<file path="config.mk">
export PLATFORM = sky130hd
export DESIGN_NAME = entry_gate_ctrl
export DESIGN_NICKNAME = d
export VERILOG_FILES = /design/src/rtl/park_pkg.sv /design/src/rtl/sync_edge.sv /design/src/rtl/entry_gate_ctrl.sv
export SDC_FILE = /design/constraint.sdc
export NUM_CORES = 1
export LEC_CHECK = 0
export ABC_AREA = 1
export BUFFER_PORTS_ARGS = -buffer_cell sky130_fd_sc_hd__buf_2
export CORE_AREA = 2 2 62 47
export CTS_BUF_LIST = sky130_fd_sc_hd__clkbuf_8
export DETAILED_ROUTE_END_ITERATION = 10
export DIE_AREA = 0 0 64 49
export PLACE_DENSITY = 0.82
export SYNTH_ARGS = -nofsm -noshare
export SYNTH_HDL_FRONTEND = slang
export SYNTH_SLANG_ARGS = --single-unit
</file>
<file path="constraint.sdc">
create_clock -name clk -period 1.4 [get_ports clk]
set_input_delay 0.14 -clock clk [delete_from_list [all_inputs] [get_ports clk]]
set_output_delay 0.14 -clock clk [all_outputs]
set_load 0.05 [all_outputs]
</file>
<file path="src/rtl/park_pkg.sv">
// ---------------------------------------------------------------------------
// park_pkg
//   Shared definitions for the parking-lot control blocks.
//   - gate_state_e : entry-gate FSM state encoding. The encoding is visible
//                    externally on state_dbg, so the values are fixed.
//   - MAX_SPACES   : capacity of the lot, shared with the space counter.
//   - max3()       : elaboration-time helper for sizing shared timers.
// ---------------------------------------------------------------------------
package park_pkg;

   typedef enum logic [2:0] {
      ST_IDLE        = 3'd0,
      ST_WAIT_TICKET = 3'd1,
      ST_OPEN        = 3'd2,
      ST_PASSING     = 3'd3,
      ST_CLOSE_HOLD  = 3'd4,
      ST_DENIED      = 3'd5
   } gate_state_e;

   localparam int MAX_SPACES = 64;

   function automatic int max3(input int a, input int b, input int c);
      int m;
      m = (a > b) ? a : b;
      return (m > c) ? m : c;
   endfunction

endpackage : park_pkg

</file>
<file path="src/rtl/sync_edge.sv">
// ---------------------------------------------------------------------------
// sync_edge
//   Two-flop synchronizer for one asynchronous level input, followed by a
//   one-cycle delayed copy so that single-cycle rise/fall strobes can be
//   derived in the clk domain.
// Ports
//   clk      in   clock
//   reset    in   synchronous, active-high; clears all three flops
//   async_i  in   asynchronous level input
//   sync_o   out  synchronized level (2 cycles after the async change)
//   rise_o   out  1-cycle strobe when sync_o goes 0 -> 1
//   fall_o   out  1-cycle strobe when sync_o goes 1 -> 0
// ---------------------------------------------------------------------------
module sync_edge
   import park_pkg::*;
(
   input  logic clk,
   input  logic reset,
   input  logic async_i,
   output logic sync_o,
   output logic rise_o,
   output logic fall_o
);

   logic meta_q;
   logic sync_q;
   logic dly_q;

   // NOTE: meta_q may go metastable; nothing but sync_q may ever read it.
   always_ff @(posedge clk) begin
      if (reset) begin
         meta_q <= 1'b0;
         sync_q <= 1'b0;
         dly_q  <= 1'b0;
      end else begin
         // NOTE: non-blocking assignments make the three flops shift as one
         // chain; blocking ones would collapse them into a single stage.
         meta_q <= async_i;
         sync_q <= meta_q;
         dly_q  <= sync_q;
      end
   end

   assign sync_o = sync_q;
   assign rise_o = sync_q & ~dly_q;
   assign fall_o = ~sync_q & dly_q;

endmodule : sync_edge

</file>
<file path="src/rtl/entry_gate_ctrl.sv">
// ---------------------------------------------------------------------------
// entry_gate_ctrl
//   Entry-barrier controller for the normal-parking lane. Sequences the
//   approach loop, ticket button and pass-through loop; opens the barrier
//   only when the space counter reports a free space at the ticket press.
//   After a car has fully cleared the barrier it emits a fixed-length
//   entry_pulse for the downstream space counter.
// Parameters
//   OPEN_TIMEOUT  cycles the barrier waits open for the pass loop (>=2)
//   CLOSE_HOLD    cycles the barrier is held open after the car clears
//                 (>=PULSE_LEN)
//   DENY_CYCLES   cycles full_lamp is lit after a denied request (>=1)
//   PULSE_LEN     entry_pulse width in cycles (>=1)
// Ports
//   clk, reset     clock; synchronous active-high reset
//   car_present    approach loop, async level
//   car_passed     pass loop, async level
//   ticket_req     ticket button, async level (debounced externally)
//   space_avail    1 = at least one free space (same clock domain)
//   barrier_open   1 = drive barrier up
//   entry_pulse    high PULSE_LEN cycles per completed entry
//   full_lamp      1 while a ticket request is being denied
//   timeout_alarm  sticky; set on open timeout, cleared by next entry
//   state_dbg      current FSM state encoding
// ---------------------------------------------------------------------------
module entry_gate_ctrl
   import park_pkg::*;
#(
   parameter int OPEN_TIMEOUT = 200,
   parameter int CLOSE_HOLD   = 50,
   parameter int DENY_CYCLES  = 100,
   parameter int PULSE_LEN    = 4
) (
   input  logic       clk,
   input  logic       reset,
   input  logic       car_present,
   input  logic       car_passed,
   input  logic       ticket_req,
   input  logic       space_avail,
   output logic       barrier_open,
   output logic       entry_pulse,
   output logic       full_lamp,
   output logic       timeout_alarm,
   output logic [2:0] state_dbg
);

   // One down-timer is shared by OPEN, CLOSE_HOLD and DENIED; it is sized
   // for the longest of the three intervals.
   localparam int TMR_MAX = max3(OPEN_TIMEOUT, CLOSE_HOLD, DENY_CYCLES);
   localparam int TW      = $clog2(TMR_MAX);
   localparam int PCW     = (PULSE_LEN > 1) ? $clog2(PULSE_LEN) : 1;

   localparam logic [TW-1:0]  OPEN_LOAD  = TW'(OPEN_TIMEOUT - 1);
   localparam logic [TW-1:0]  HOLD_LOAD  = TW'(CLOSE_HOLD - 1);
   localparam logic [TW-1:0]  DENY_LOAD  = TW'(DENY_CYCLES - 1);
   localparam logic [PCW-1:0] PULSE_LOAD = PCW'(PULSE_LEN - 1);

   // ---------------- input synchronization ----------------
   logic present_s, present_rise, present_fall;
   logic passed_s,  passed_rise,  passed_fall;
   logic ticket_s,  ticket_rise,  ticket_fall;

   sync_edge u_sync_present (
      .clk     (clk),
      .reset   (reset),
      .async_i (car_present),
      .sync_o  (present_s),
      .rise_o  (present_rise),
      .fall_o  (present_fall)
   );

   sync_edge u_sync_passed (
      .clk     (clk),
      .reset   (reset),
      .async_i (car_passed),
      .sync_o  (passed_s),
      .rise_o  (passed_rise),
      .fall_o  (passed_fall)
   );

   sync_edge u_sync_ticket (
      .clk     (clk),
      .reset   (reset),
      .async_i (ticket_req),
      .sync_o  (ticket_s),
      .rise_o  (ticket_rise),
      .fall_o  (ticket_fall)
   );

   // Only some of the strobes are needed by the FSM.
   logic unused_sync;
   assign unused_sync = &{1'b0, present_rise, present_fall, passed_s,
                          ticket_s, ticket_fall};

   // ---------------- state ----------------
   gate_state_e    state_q, state_d;
   logic [TW-1:0]  timer_q, timer_d;
   logic           alarm_q, alarm_d;
   logic           pulse_start;
   logic [PCW-1:0] pulse_cnt_q;
   logic           entry_pulse_q;
   logic           barrier_open_q;
   logic           full_lamp_q;

   // NOTE: every variable written here gets a default first, so no path
   // leaves one unassigned and no latch is inferred.
   always_comb begin
      state_d     = state_q;
      // Decrement-only, saturating at zero.
      timer_d     = (timer_q != '0) ? timer_q - TW'(1) : timer_q;
      alarm_d     = alarm_q;
      pulse_start = 1'b0;

      case (state_q)
         ST_IDLE: begin
            if (present_s) state_d = ST_WAIT_TICKET;
         end
         ST_WAIT_TICKET: begin
            // A car backing away wins over a simultaneous ticket press.
            if (!present_s) begin
               state_d = ST_IDLE;
            end else if (ticket_rise) begin
               // space_avail matters only at this instant.
               if (space_avail) begin
                  state_d = ST_OPEN;
                  timer_d = OPEN_LOAD;
               end else begin
                  state_d = ST_DENIED;
                  timer_d = DENY_LOAD;
               end
            end
         end
         ST_DENIED: begin
            if (timer_q == '0) state_d = present_s ? ST_WAIT_TICKET : ST_IDLE;
         end
         ST_OPEN: begin
            // A car arriving on the loop wins over the timeout.
            if (passed_rise) begin
               state_d = ST_PASSING;
            end else if (timer_q == '0) begin
               state_d = ST_CLOSE_HOLD;
               timer_d = HOLD_LOAD;
               alarm_d = 1'b1;
            end
         end
         ST_PASSING: begin
            if (passed_fall) begin
               state_d     = ST_CLOSE_HOLD;
               timer_d     = HOLD_LOAD;
               alarm_d     = 1'b0;
               pulse_start = 1'b1;
            end
         end
         ST_CLOSE_HOLD: begin
            // Something back on the loop restarts the hold; it is not a
            // new entry, so no pulse.
            if (passed_rise) begin
               timer_d = HOLD_LOAD;
            end else if (timer_q == '0) begin
               state_d = ST_IDLE;
            end
         end
         default: state_d = ST_IDLE;
      endcase
   end

   // Outputs are registered from the next state, so they always equal the
   // decode of state_q without any combinational path from the inputs.
   always_ff @(posedge clk) begin
      if (reset) begin
         state_q        <= ST_IDLE;
         timer_q        <= '0;
         alarm_q        <= 1'b0;
         barrier_open_q <= 1'b0;
         full_lamp_q    <= 1'b0;
         pulse_cnt_q    <= '0;
         entry_pulse_q  <= 1'b0;
      end else begin
         state_q        <= state_d;
         timer_q        <= timer_d;
         alarm_q        <= alarm_d;
         barrier_open_q <= (state_d == ST_OPEN) || (state_d == ST_PASSING) ||
                           (state_d == ST_CLOSE_HOLD);
         full_lamp_q    <= (state_d == ST_DENIED);

         // Pulse runs PULSE_LEN cycles regardless of later state changes.
         if (pulse_start) begin
            entry_pulse_q <= 1'b1;
            pulse_cnt_q   <= PULSE_LOAD;
         end else if (pulse_cnt_q != '0) begin
            pulse_cnt_q   <= pulse_cnt_q - PCW'(1);
         end else begin
            entry_pulse_q <= 1'b0;
         end
      end
   end

   assign barrier_open  = barrier_open_q;
   assign full_lamp     = full_lamp_q;
   assign entry_pulse   = entry_pulse_q;
   assign timeout_alarm = alarm_q;
   assign state_dbg     = state_q;

endmodule : entry_gate_ctrl

</file>
==> report_table.html <==
<table>
<tr><th>Metric</th><th>Value</th></tr>
<tr><th colspan="2">Worst setup path</th></tr>
<tr><td>Critical path launch point</td><td>timer_q[0]</td></tr>
<tr><td>Kind of end point of the critical path</td><td>flip-flop</td></tr>
<tr><td>Cell type with the highest occurrence count on the critical path</td><td>sky130_fd_sc_hd__nand3_2</td></tr>
<tr><td>Critical path required time</td><td>1.62 ns</td></tr>
<tr><td>Reg-to-reg setup timing slack</td><td>-0.06 ns</td></tr>
<tr><td>Critical Path Slowest Stage Cell</td><td>sky130_fd_sc_hd__dfxtp_2</td></tr>
<tr><td>Cell depth of the worst flop-to-flop path</td><td>10</td></tr>
<tr><td>Worst Path Arrival</td><td>1.68 ns</td></tr>
<tr><td>Endpoint of the lowest-slack register-to-register path</td><td>full_lamp</td></tr>
<tr><td>Worst setup path endpoint</td><td>full_lamp</td></tr>
<tr><td>Largest stage delay on the critical path</td><td>0.33 ns</td></tr>
<tr><td>CP Cell Sequence</td><td>inv_2 -&gt; ha_4 -&gt; nand3_2 -&gt; nor2_4 -&gt; buf_4 -&gt; nand2_2 -&gt; nand2_1 -&gt; inv_1 -&gt; nand3_2 -&gt; and3_2</td></tr>
<tr><td>Maximum fanout count along the critical path</td><td>5</td></tr>
<tr><td>Reg2reg start</td><td>timer_q[0]</td></tr>
<tr><td>Type of the setup path with the least slack</td><td>reg2reg</td></tr>
<tr><td>Launching element type of the critical path</td><td>flip-flop</td></tr>
<tr><th colspan="2">Synth</th></tr>
<tr><td>Cell variety after synth</td><td>24</td></tr>
<tr><td>Post-synthesis sequential area ratio</td><td>0.385</td></tr>
<tr><td>Number of storage elements in the synthesis netlist</td><td>25</td></tr>
<tr><td>Mapped Nets</td><td>205</td></tr>
<tr><td>Mean Syn Cell Area</td><td>6.67 sq um</td></tr>
<tr><td>Synthesized instance count</td><td>195</td></tr>
<tr><td>Synth Warn #</td><td>0</td></tr>
<tr><td>Cell Area, Synth</td><td>0.00130 sq mm</td></tr>
<tr><th colspan="2">Final layout</th></tr>
<tr><td>Final std cell area, no fill</td><td>0.00170 sq mm</td></tr>
<tr><td>Fraction of layout cells with a size suffix above 1</td><td>0.338</td></tr>
<tr><td>Most used cells in the layout excluding fill and tap cells</td><td>34 x sky130_fd_sc_hd__inv_1, 31 x sky130_fd_sc_hd__nor2_1, 30 x sky130_fd_sc_hd__nand2_1</td></tr>
<tr><td>Largest register by flop count</td><td>timer_q</td></tr>
<tr><td>Post-layout instance count excluding filler cells</td><td>264</td></tr>
<tr><td>Final Core Density</td><td>0.660</td></tr>
<tr><td>Most frequent standard cell in the layout excluding fill and tap cells</td><td>sky130_fd_sc_hd__inv_1</td></tr>
<tr><td>Antenna Diode Count</td><td>0</td></tr>
<tr><td>Number of flip-flops in the largest register</td><td>8</td></tr>
<tr><td>Nets@finish</td><td>239</td></tr>
<tr><td>Layout overhead on the synthesized area</td><td>31.0%</td></tr>
<tr><th colspan="2">Power and ir drop</th></tr>
<tr><td>Overall power after layout</td><td>3.19 mW</td></tr>
<tr><td>Reported leakage power</td><td>0.828 nW</td></tr>
<tr><td>Power per Cell Area</td><td>1870 mW/mm^2</td></tr>
<tr><td>Maximum VDD drop</td><td>0.000998 V</td></tr>
<tr><th colspan="2">Clock network</th></tr>
<tr><td>Number of sinks handled by clock tree synthesis</td><td>25</td></tr>
<tr><td>Number of buffers on the longest clock path</td><td>2</td></tr>
<tr><td>Clock tree from TritonCTS</td><td>done</td></tr>
<tr><td>Clock slew at the register clock pins of the worst setup and hold paths</td><td>0.09 ns</td></tr>
<tr><td>Root buffer cell</td><td>sky130_fd_sc_hd__clkbuf_8</td></tr>
<tr><td>Clock buffer count from CTS</td><td>3</td></tr>
<tr><td>CTS HTree Levels</td><td>1</td></tr>
<tr><td>Clock latency of the later-clocked register in the worst-skew pair</td><td>0.27 ns</td></tr>
<tr><th colspan="2">Routing</th></tr>
<tr><td>First-pass DRT Iterations</td><td>4</td></tr>
<tr><td>Count of vias placed by the detailed router</td><td>1291</td></tr>
<tr><td>Post-route ant nets</td><td>0</td></tr>
<tr><td>DRC viols</td><td>0</td></tr>
<tr><td>Initial DRC Count</td><td>87</td></tr>
<tr><td>Final routed wire length divided by cell count</td><td>11.9 um</td></tr>
<tr><td>Total length of routed wires</td><td>3130 um</td></tr>
<tr><td>Ratio of routed vias to standard cells</td><td>4.89</td></tr>
<tr><th colspan="2">Status</th></tr>
<tr><td>Status</td><td>finished with violations</td></tr>
<tr><td>Failing checks</td><td>negative setup slack</td></tr>
<tr><th colspan="2">STA</th></tr>
<tr><td>Number of max-slew violations in the final report</td><td>0</td></tr>
<tr><td>Hold Violations, Final</td><td>0</td></tr>
<tr><td>Measured slew at the worst slew-check pin</td><td>0.379 ns</td></tr>
<tr><td>Crit path setup slack, layout</td><td>-0.0583 ns</td></tr>
<tr><td>Min Clock Period, post-route</td><td>1.46 ns</td></tr>
<tr><td>Worst relative slew slack</td><td>0.744</td></tr>
<tr><td>Summed negative setup slack over all endpoints</td><td>-0.124 ns</td></tr>
<tr><td>Worst hold slack</td><td>0.0680 ns</td></tr>
<tr><td>Unrepaired setup endpoints after global routing</td><td>true</td></tr>
<tr><td>Period Utilization, post-route</td><td>1.04</td></tr>
<tr><td>Max frequency</td><td>686 MHz</td></tr>
<tr><td>Worst-case clock skew</td><td>0.00548 ns</td></tr>
<tr><td>Final setup viols</td><td>4</td></tr>
<tr><th colspan="2">Run</th></tr>
<tr><td># Max-Cap Violations</td><td>0</td></tr>
<tr><th colspan="2">Global route</th></tr>
<tr><td>Vias in the first global route</td><td>1075</td></tr>
<tr><td>Global-route wire length before repair</td><td>4580 um</td></tr>
<tr><td>Initial antenna violation count</td><td>0</td></tr>
<tr><td>Total global routing overflow</td><td>0</td></tr>
<tr><td>Pin count of the biggest net entering global routing</td><td>17</td></tr>
<tr><td>Overall Global Routing Usage</td><td>0.187</td></tr>
<tr><th colspan="2">Place</th></tr>
<tr><td>Count of buffers inserted at the top-level ports</td><td>12</td></tr>
<tr><td>Total placed cells including tap cells</td><td>254</td></tr>
<tr><td>Worst-case setup slack after placement</td><td>-0.0151 ns</td></tr>
<tr><td>Area of placed instances</td><td>0.00152 sq mm</td></tr>
<tr><td>Final weighted congestion in routability-driven placement</td><td>0.924</td></tr>
<tr><td>Half-perimeter wire length of the detailed placement result</td><td>2160 um</td></tr>
<tr><th colspan="2">Floorplan</th></tr>
<tr><td>Die Span X</td><td>64 um</td></tr>
<tr><td>Number of top-level pins</td><td>13</td></tr>
<tr><td>Initial standard-cell utilization of the core</td><td>0.504</td></tr>
<tr><td>Area of the placeable core</td><td>0.00258 sq mm</td></tr>
<tr><td>Die Footprint</td><td>0.00314 sq mm</td></tr>
<tr><td>Die Y-Extent</td><td>49 um</td></tr>
<tr><td>FP Rows</td><td>16</td></tr>
<tr><th colspan="2">Worst hold path</th></tr>
<tr><td>Worst hold path type</td><td>in2reg</td></tr>
<tr><td>Start point of the worst min-delay path</td><td>car_passed</td></tr>
</table>
logic make-up after synthesis:
group,after synthesis,share of synthesized area
AND/OR/NAND/NOR,97,0.335
flip-flops,25,0.385
buffers and inverters,43,0.124
adder cells (fa/ha/maj),4,0.0385
XOR/XNOR,3,0.0202
AO/OA/AOI/OAI,23,0.0981
per-layer routing:
metal	GRT usage	vias to the layer above	routed length, um
li1	-	666	-
met2	0.286	46	1440
met5	0	-	0
met3	0.0624	6	210
met4	0.0471	0	28
met1	0.252	573	1450
area by class of cell:
cell class | instances | area (sq um)
Clock buffer | 3 | 41.3
Sequential cell | 25 | 510
Fill cell | 213 | 878
Clock inverter | 1 | 5.00
Inverter | 41 | 156
Timing Repair Buffer | 31 | 206
Multi-Input combinational cell | 127 | 739
Tap cell | 36 | 45.0
what timing repair did:
action / CTS / global route
pin swaps: 3 / 10
setup buffers: 2 / 5
hold buffers: 0 / 0
gates resized for setup: 2 / 29
setup endpoints to repair: 1 / 12
critical path: cells and delay by family, from the launching register on:
| kind | cells | cell delay (ns) |
|---|---|---|
| adder cells (fa/ha/maj) | 1 | 0.14 |
| buffers and inverters | 3 | 0.29 |
| AND/OR/NAND/NOR | 6 | 0.65 |
| flip-flops | 1 | 0.33 |
cells in the mapped netlist:
master / n / share of area
sky130_fd_sc_hd__inv_1: 39 / 0.11
sky130_fd_sc_hd__nor2_1: 38 / 0.11
sky130_fd_sc_hd__nand2_1: 33 / 0.095
sky130_fd_sc_hd__dfxtp_1: 25 / 0.38
sky130_fd_sc_hd__a21oi_1: 12 / 0.046
sky130_fd_sc_hd__nand3_1: 10 / 0.038
sky130_fd_sc_hd__o21ai_0: 6 / 0.023
sky130_fd_sc_hd__ha_1: 4 / 0.038
sky130_fd_sc_hd__nand4_1: 4 / 0.019
sky130_fd_sc_hd__nor3_1: 3 / 0.012
sky130_fd_sc_hd__xor2_1: 3 / 0.020
sky130_fd_sc_hd__clkbuf_1: 2 / 0.0058
sky130_fd_sc_hd__inv_2: 2 / 0.0058
sky130_fd_sc_hd__nand2_2: 2 / 0.0096
sky130_fd_sc_hd__nor2_4: 2 / 0.017
sky130_fd_sc_hd__nor3_2: 2 / 0.015
sky130_fd_sc_hd__a31oi_1: 1 / 0.0048
sky130_fd_sc_hd__a41oi_1: 1 / 0.0067
sky130_fd_sc_hd__and3_2: 1 / 0.0058
sky130_fd_sc_hd__nand3_2: 1 / 0.0077
sky130_fd_sc_hd__nor2_2: 1 / 0.0048
sky130_fd_sc_hd__o211ai_1: 1 / 0.0058
sky130_fd_sc_hd__o21bai_1: 1 / 0.0058
sky130_fd_sc_hd__o31ai_1: 1 / 0.0058
report_power, final:
part | internal [mW] | switching, mW
Clock | 0.199 | 0.229
Sequential | 0.860 | 0.0882
Combinational | 0.826 | 0.986
how the worst min path moves through the flow:
stage | slack, ns | cells after the start | endpoint
2_1_floorplan | 0.25 | 2 | u_sync_passed.meta_q
3_3_place_gp | 0.34 | 3 | u_sync_ticket.meta_q
3_5_place_dp | 0.35 | 3 | u_sync_passed.meta_q
4_1_cts | 0.07 | 3 | u_sync_passed.meta_q
5_1_grt | 0.08 | 3 | u_sync_passed.meta_q
6_report | 0.07 | 3 | u_sync_passed.meta_q
No activity file was read; power rests on OpenSTA's default activity.
